==> config.mk <==
export PLATFORM = sky130hd
export DESIGN_NAME = btn_dfu_wb
export DESIGN_NICKNAME = d
export VERILOG_FILES = /design/src/rtl/btn_dfu_wb.sv
export SDC_FILE = /design/constraint.sdc
export NUM_CORES = 1
export LEC_CHECK = 0
export ABC_AREA = 1
export ABC_CLOCK_PERIOD_IN_PS = 1700
export CAP_MARGIN = 10
export CORE_ASPECT_RATIO = 0.8
export CORE_MARGIN = 2
export CORE_UTILIZATION = 45
export CTS_CLUSTER_DIAMETER = 100
export DETAILED_ROUTE_END_ITERATION = 6
export GPL_ROUTABILITY_DRIVEN = 0
export PLACE_DENSITY = 0.65
export SETUP_SLACK_MARGIN = 0.1
export SLEW_MARGIN = 20
export SYNTH_ARGS = -nofsm -noshare
export SYNTH_HDL_FRONTEND = slang
export SYNTH_SLANG_ARGS = --single-unit
==> constraint.sdc <==
create_clock -name clk -period 1.7 [get_ports clk]
set_input_delay 0.34 -clock clk [delete_from_list [all_inputs] [get_ports clk]]
set_output_delay 0.34 -clock clk [all_outputs]
set_load 0.01 [all_outputs]
==> src/rtl/btn_dfu_wb.sv <==
// Button front-end: pad synchronisers, debouncers, a Wishbone status register with
// sticky press events, and boot-button handling for reset / warm-boot requests.
module btn_dfu_wb #(
   parameter int         NUM_BTN        = 2,
   parameter int         DEBOUNCE_WIDTH = 16,
   parameter int         TIMER_WIDTH    = 24,
   parameter logic [1:0] DFU_SEL        = 2'b01
) (
   input  logic               clk,
   input  logic               rst_n,
   input  logic [NUM_BTN-1:0] btn,
   input  logic               btn_pad,
   input  logic               wb_cyc,
   input  logic               wb_we,
   output logic [31:0]        wb_rdata,
   output logic               wb_ack,
   input  logic               boot_now,
   input  logic [1:0]         boot_sel,
   output logic               btn_val,
   output logic               rst_req,
   output logic               boot_req,
   output logic [1:0]         boot_sel_o
);

   // PCB buttons occupy bits [NUM_BTN-1:0]; the boot button rides along as bit NUM_BTN
   // so all pads share one synchroniser/debouncer description.
   localparam int NI = NUM_BTN + 1;

   localparam logic [DEBOUNCE_WIDTH-1:0] DB_ONE  = DEBOUNCE_WIDTH'(1);
   localparam logic [DEBOUNCE_WIDTH-1:0] DB_MAX  = '1;
   localparam logic [DEBOUNCE_WIDTH-1:0] DB_LAST = DB_MAX - DB_ONE;
   localparam logic [TIMER_WIDTH-1:0]    TMR_ONE = TIMER_WIDTH'(1);
   localparam logic [TIMER_WIDTH-1:0]    TMR_MAX = '1;

   logic [NI-1:0]                     sync1_q, sync2_q;
   logic [NI-1:0]                     raw_pressed;
   logic [NI-1:0][DEBOUNCE_WIDTH-1:0] db_cnt_q, db_cnt_d;
   logic [NI-1:0]                     db_state_q, db_state_d;
   logic [NUM_BTN-1:0]                evt_q, evt_d;
   logic                              wb_ack_q, wb_ack_d;
   logic [31:0]                       wb_rdata_q, wb_rdata_d;
   logic [31:0]                       reg_val;
   logic                              rd_capture;
   logic [TIMER_WIDTH-1:0]            timer_q, timer_d;
   logic                              timer_sat;
   logic                              rst_req_q, rst_req_d;
   logic                              boot_req_q, boot_req_d;
   logic [1:0]                        boot_sel_q, boot_sel_d;

   // Pads are active-low; after the two-flop synchroniser a 1 means pressed.
   assign raw_pressed = ~sync2_q;

   // Debounce: the state follows the pad only after 2^DEBOUNCE_WIDTH-1 consecutive
   // disagreeing cycles; the counter flips state on the cycle it would hit all-ones.
   always_comb begin
      db_state_d = db_state_q;
      db_cnt_d   = '0;
      for (int i = 0; i < NI; i++) begin
         if (raw_pressed[i] != db_state_q[i]) begin
            if (db_cnt_q[i] == DB_LAST) begin
               db_state_d[i] = raw_pressed[i];
            end else begin
               db_cnt_d[i] = db_cnt_q[i] + DB_ONE;
            end
         end
      end
   end

   assign reg_val    = 32'(db_state_q[NUM_BTN-1:0]) | (32'(evt_q) << 8);
   assign rd_capture = wb_cyc & ~wb_we & ~wb_ack_q;

   // Wishbone handshake and sticky events; a press arriving in the read-capture cycle
   // is OR-ed in after the clear so it is never lost.
   always_comb begin
      wb_ack_d   = wb_cyc & ~wb_ack_q;
      wb_rdata_d = rd_capture ? reg_val : 32'd0;
      evt_d      = rd_capture ? '0 : evt_q;
      evt_d      = evt_d | (db_state_d[NUM_BTN-1:0] & ~db_state_q[NUM_BTN-1:0]);
   end

   assign timer_sat = (timer_q == TMR_MAX);

   // Boot button: long-press timer, short-press reset pulse, and the sticky warm-boot
   // request where software takes priority over a long press landing the same cycle.
   always_comb begin
      if (!db_state_q[NUM_BTN]) begin
         timer_d = '0;
      end else if (!timer_sat) begin
         timer_d = timer_q + TMR_ONE;
      end else begin
         timer_d = timer_q;
      end
      rst_req_d  = db_state_q[NUM_BTN] & ~db_state_d[NUM_BTN] & ~timer_sat;
      boot_req_d = boot_req_q;
      boot_sel_d = boot_sel_q;
      if (!boot_req_q) begin
         if (boot_now) begin
            boot_req_d = 1'b1;
            boot_sel_d = boot_sel;
         end else if (timer_sat) begin
            boot_req_d = 1'b1;
            boot_sel_d = DFU_SEL;
         end
      end
   end

   // All state registers; synchronisers reset to the idle (released, high) pad level.
   always_ff @(posedge clk or negedge rst_n) begin
      if (!rst_n) begin
         sync1_q    <= '1;
         sync2_q    <= '1;
         db_cnt_q   <= '0;
         db_state_q <= '0;
         evt_q      <= '0;
         wb_ack_q   <= 1'b0;
         wb_rdata_q <= 32'd0;
         timer_q    <= '0;
         rst_req_q  <= 1'b0;
         boot_req_q <= 1'b0;
         boot_sel_q <= 2'b00;
      end else begin
         sync1_q    <= {btn_pad, btn};
         sync2_q    <= sync1_q;
         db_cnt_q   <= db_cnt_d;
         db_state_q <= db_state_d;
         evt_q      <= evt_d;
         wb_ack_q   <= wb_ack_d;
         wb_rdata_q <= wb_rdata_d;
         timer_q    <= timer_d;
         rst_req_q  <= rst_req_d;
         boot_req_q <= boot_req_d;
         boot_sel_q <= boot_sel_d;
      end
   end

   assign wb_ack     = wb_ack_q;
   assign wb_rdata   = wb_rdata_q;
   assign btn_val    = db_state_q[NUM_BTN];
   assign rst_req    = rst_req_q;
   assign boot_req   = boot_req_q;
   assign boot_sel_o = boot_sel_q;

endmodule

==> flow_summary.yaml <==
yosys:
  synth_ff_type: "dfrtp_1"
  netlist.area_leader.share_pct: 41.89
  ys_ff_latch: 92
  netlist-cell-type-count: 37
  ys_top_cells_by_area: "dfrtp_1 42%, nand2_1 12%, nor2_1 8.4%"
  syn_inst: 670
  ys_seq_area_share_pct: 44.96
  synth_edf_count: 0
  syn_area_per_cell_um2: 7.668
  synth_area_um2: 5137
  ys_warn_count: 0
  synth_area_leader_cell: "dfrtp_1"
  async_flop_share_pct: 100.0
clock_network:
  clk_latency_ps: 340
  cts_buffer_depth: 2
  clk_pin_slew_worst_paths_ps: 70
  clock_sinks: 92
  cts_buffers: 9
  h-tree-depth: 3
  cts_root_buf: "clkbuf_16"
  cts_tree: "built"
critical_path:
  cp_num_buf_inv: 1
  rrSetupSlack_ps: 140
  reg2reg_to: "timer_q[17]"
  cp.required_ps: 1360
  timing.rr.start: "timer_q[1]"
  crit_family: "buffers and inverters"
  crit_chain: "clkdlybuf4s50_1"
  cp_num_cells: 1
  crit_slowest_cell: "clkdlybuf4s50_1"
  startpoint: "wb_rdata[8]"
  critPathCapture: "wb_rdata[8]"
  crit_arrival_ps: 1220
  worstSetupStartpointType: "flip-flop"
  cp_max_fo: 1
  critPathMaxStageDelay_ps: 540
  path_class: "reg2out"
  reg2regPathDepth: 8
  crit_path_end_kind: "primary output"
sta:
  fin_skew_ps: 7.708
  min_period_over_period_pct: 91.50
  final_max_slew_viol_count: 0
  fmax_mhz: 642.9
  finalSetupTns_ps: 0
  hold_viol: 0
  finalSetupViolations: 0
  period_minus_slack_ps: 1556
  grt_setup_unrepaired: "true"
placed_design:
  hpwl_mm: 7.418
  portBuffers: 19
global_routing:
  antenna_found_initial: 0
  grt_pass1_wl_mm: 17.57
  grt.total_usage_pct: 17.65
  grt_max_degree: 53
  first_global_vias: 3866
  grt_overflow_total: 0
flow_run:
  maxCapViolations: 0
floorplanning:
  initial_utilization_pct: 46.63
  die_h_um: 99.57
  core_um2: 11020
  pin_count: 48
  num_rows: 34
  die_x_um: 123.5
  die-area_um2: 12290
min_path:
  min_from: "sync1_q[1]"
  worstHoldPathType: "reg2reg"
cells_and_area:
  seq_area_um2: 2310
  drive_gt1_share_pct: 10.41
  fill_cells: 1011
  n_antenna_cell: 0
  multi_input_area_um2: 2416
  fin_nets: 723
  area_delta_synth_final_pct: 13.61
  postLayoutCoreUtil_pct: 52.98
route:
  drc: 0
  drt_pass1_iterations: 5
  vias: 4181
  drt_iter0_markers: 333
  routed_via_density: 4.890
  drt_wl_total_mm: 10.35
  detail_route.wl_per_cell_um: 12.11
  antenna_left: 0
power:
  peakVddDrop_uv: 453.6
  pwr-share-comb_pct: 4.2
  power_switching_share_pct: 21.63
  p_clk_share_pct: 46.7
  leakage_nw: 2.699
  power_density_nw_per_um2: 783.6
  p_seq_share_pct: 49.1
  p_int_mw: 3.584
  p_sw_uw: 989.3
status:
  status: "finished, final reports clean"
## kinds of logic (layout without fill, tap and decap cells)
logic type,after synthesis,count (layout),share of synthesized area [%]
flops,92,92,44.96
fa+ha+maj,7,7,1.705
simple gates,410,411,35.87
other cells,1,28,0.07299
compound gates,26,26,3.069
xor+xnor,20,20,3.410
buf+inv,114,127,10.91
## state kept, by name, summed over array words and instances (netlist names), 2 cells and up
register / flops
evt_q: 2
wb_rdata: 4
sync2_q: 3
boot_sel_o: 2
timer_q: 24
sync1_q: 3
db_state_q: 3
db_cnt_q: 48
## layer usage
metal	routed length, µm	up-vias	global-route usage (%)
met5	0	-	0
met4	137	0	5.245
met3	569	18	3.498
met2	4567	112	27.68
met1	5079	1927	24.73
li1	-	2124	-
## cell usage in the layout, fill, tap and decap left out, drive strengths merged, types with 7 or more instances in the layout
| master | count |
|---|---|
| nand2 | 170 |
| nor2 | 127 |
| dfrtp | 86 |
| inv | 79 |
| nand3 | 67 |
| conb | 28 |
| nor3 | 19 |
| nand4 | 17 |
| clkdlybuf4s50 | 14 |
| buf | 13 |
| xor2 | 12 |
| clkbuf | 11 |
| o21ai | 11 |
| or2 | 9 |
| xnor2 | 8 |
| ha | 7 |
## power by group through the flow
stage	Combinational [mW]	Clock (mW)	Sequential (mW)
2_1_floorplan	0.142	0	2.28
6_report	0.192	2.14	2.24
4_1_cts	0.191	2.21	2.24
3_3_place_gp	0.187	0	2.28
5_1_grt	0.223	2.27	2.25
3_5_place_dp	0.190	0	2.28
## worst min-delay path by stage
stage / end / slack [ps] / cells past startpoint
after floorplan: boot_req / 40 / 0
after global placement: timer_q[16] / 340 / 2
after detailed placement: timer_q[16] / 340 / 2
after CTS: sync2_q[1] / 360 / 0
after global routing: sync2_q[1] / 370 / 0
final: sync2_q[1] / 360 / 0
## synthesized netlist by cell type (2+ instances only)
library cell	instances
buf_4	29
dfrtp_1	86
o21ai_1	2
inv_1	78
o22ai_1	2
buf_6	3
nand3_2	2
dfstp_2	6
nor2_1	115
nor3_1	18
a21oi_1	4
ha_1	7
nand3_1	63
or2_2	9
o21bai_1	5
buf_1	2
nor2_2	6
nand2_1	161
xor2_1	12
nand2_2	8
nand4_1	16
nor2_4	6
o21ai_0	9
xnor2_1	8
## area by class of cell
| class | instances | area share [%] |
|---|---|---|
| sequential | 92 | 39.57 |
| multi-input combinational | 492 | 41.39 |
| inverter | 79 | 5.080 |
| clock buffer | 11 | 3.987 |
| clock inverter | 5 | 1.479 |
| timing repair buffer | 32 | 5.402 |
| tap | 144 | 3.087 |
## repair_timing
action                                 in CTS  in global routing
setup endpoints to repair                   4                 52
gates cloned                                0                  1
gates resized for setup                     2                 11
pin swaps                                   0                  3
buffers inserted                            0                  4
hold buffers                                1                  0
endpoints found under the hold margin      38                  0
## metrics by stage
stage                     setup slack, ps  instances  hold slack, ps  cell area, µm²  power [mW]
after floorplan                     210.9        697           44.41            5239       2.423
after global placement              158.7        833           339.5            5428       2.471
after detailed placement            89.78        833           344.6            5428       2.475
after CTS                           75.73        850           361.3            5754       4.646
after global routing                55.20        855           365.0            5837       4.745
final                               144.5        855           358.4            5837       4.574
Note: power is estimated with default switching activity, not from simulation.
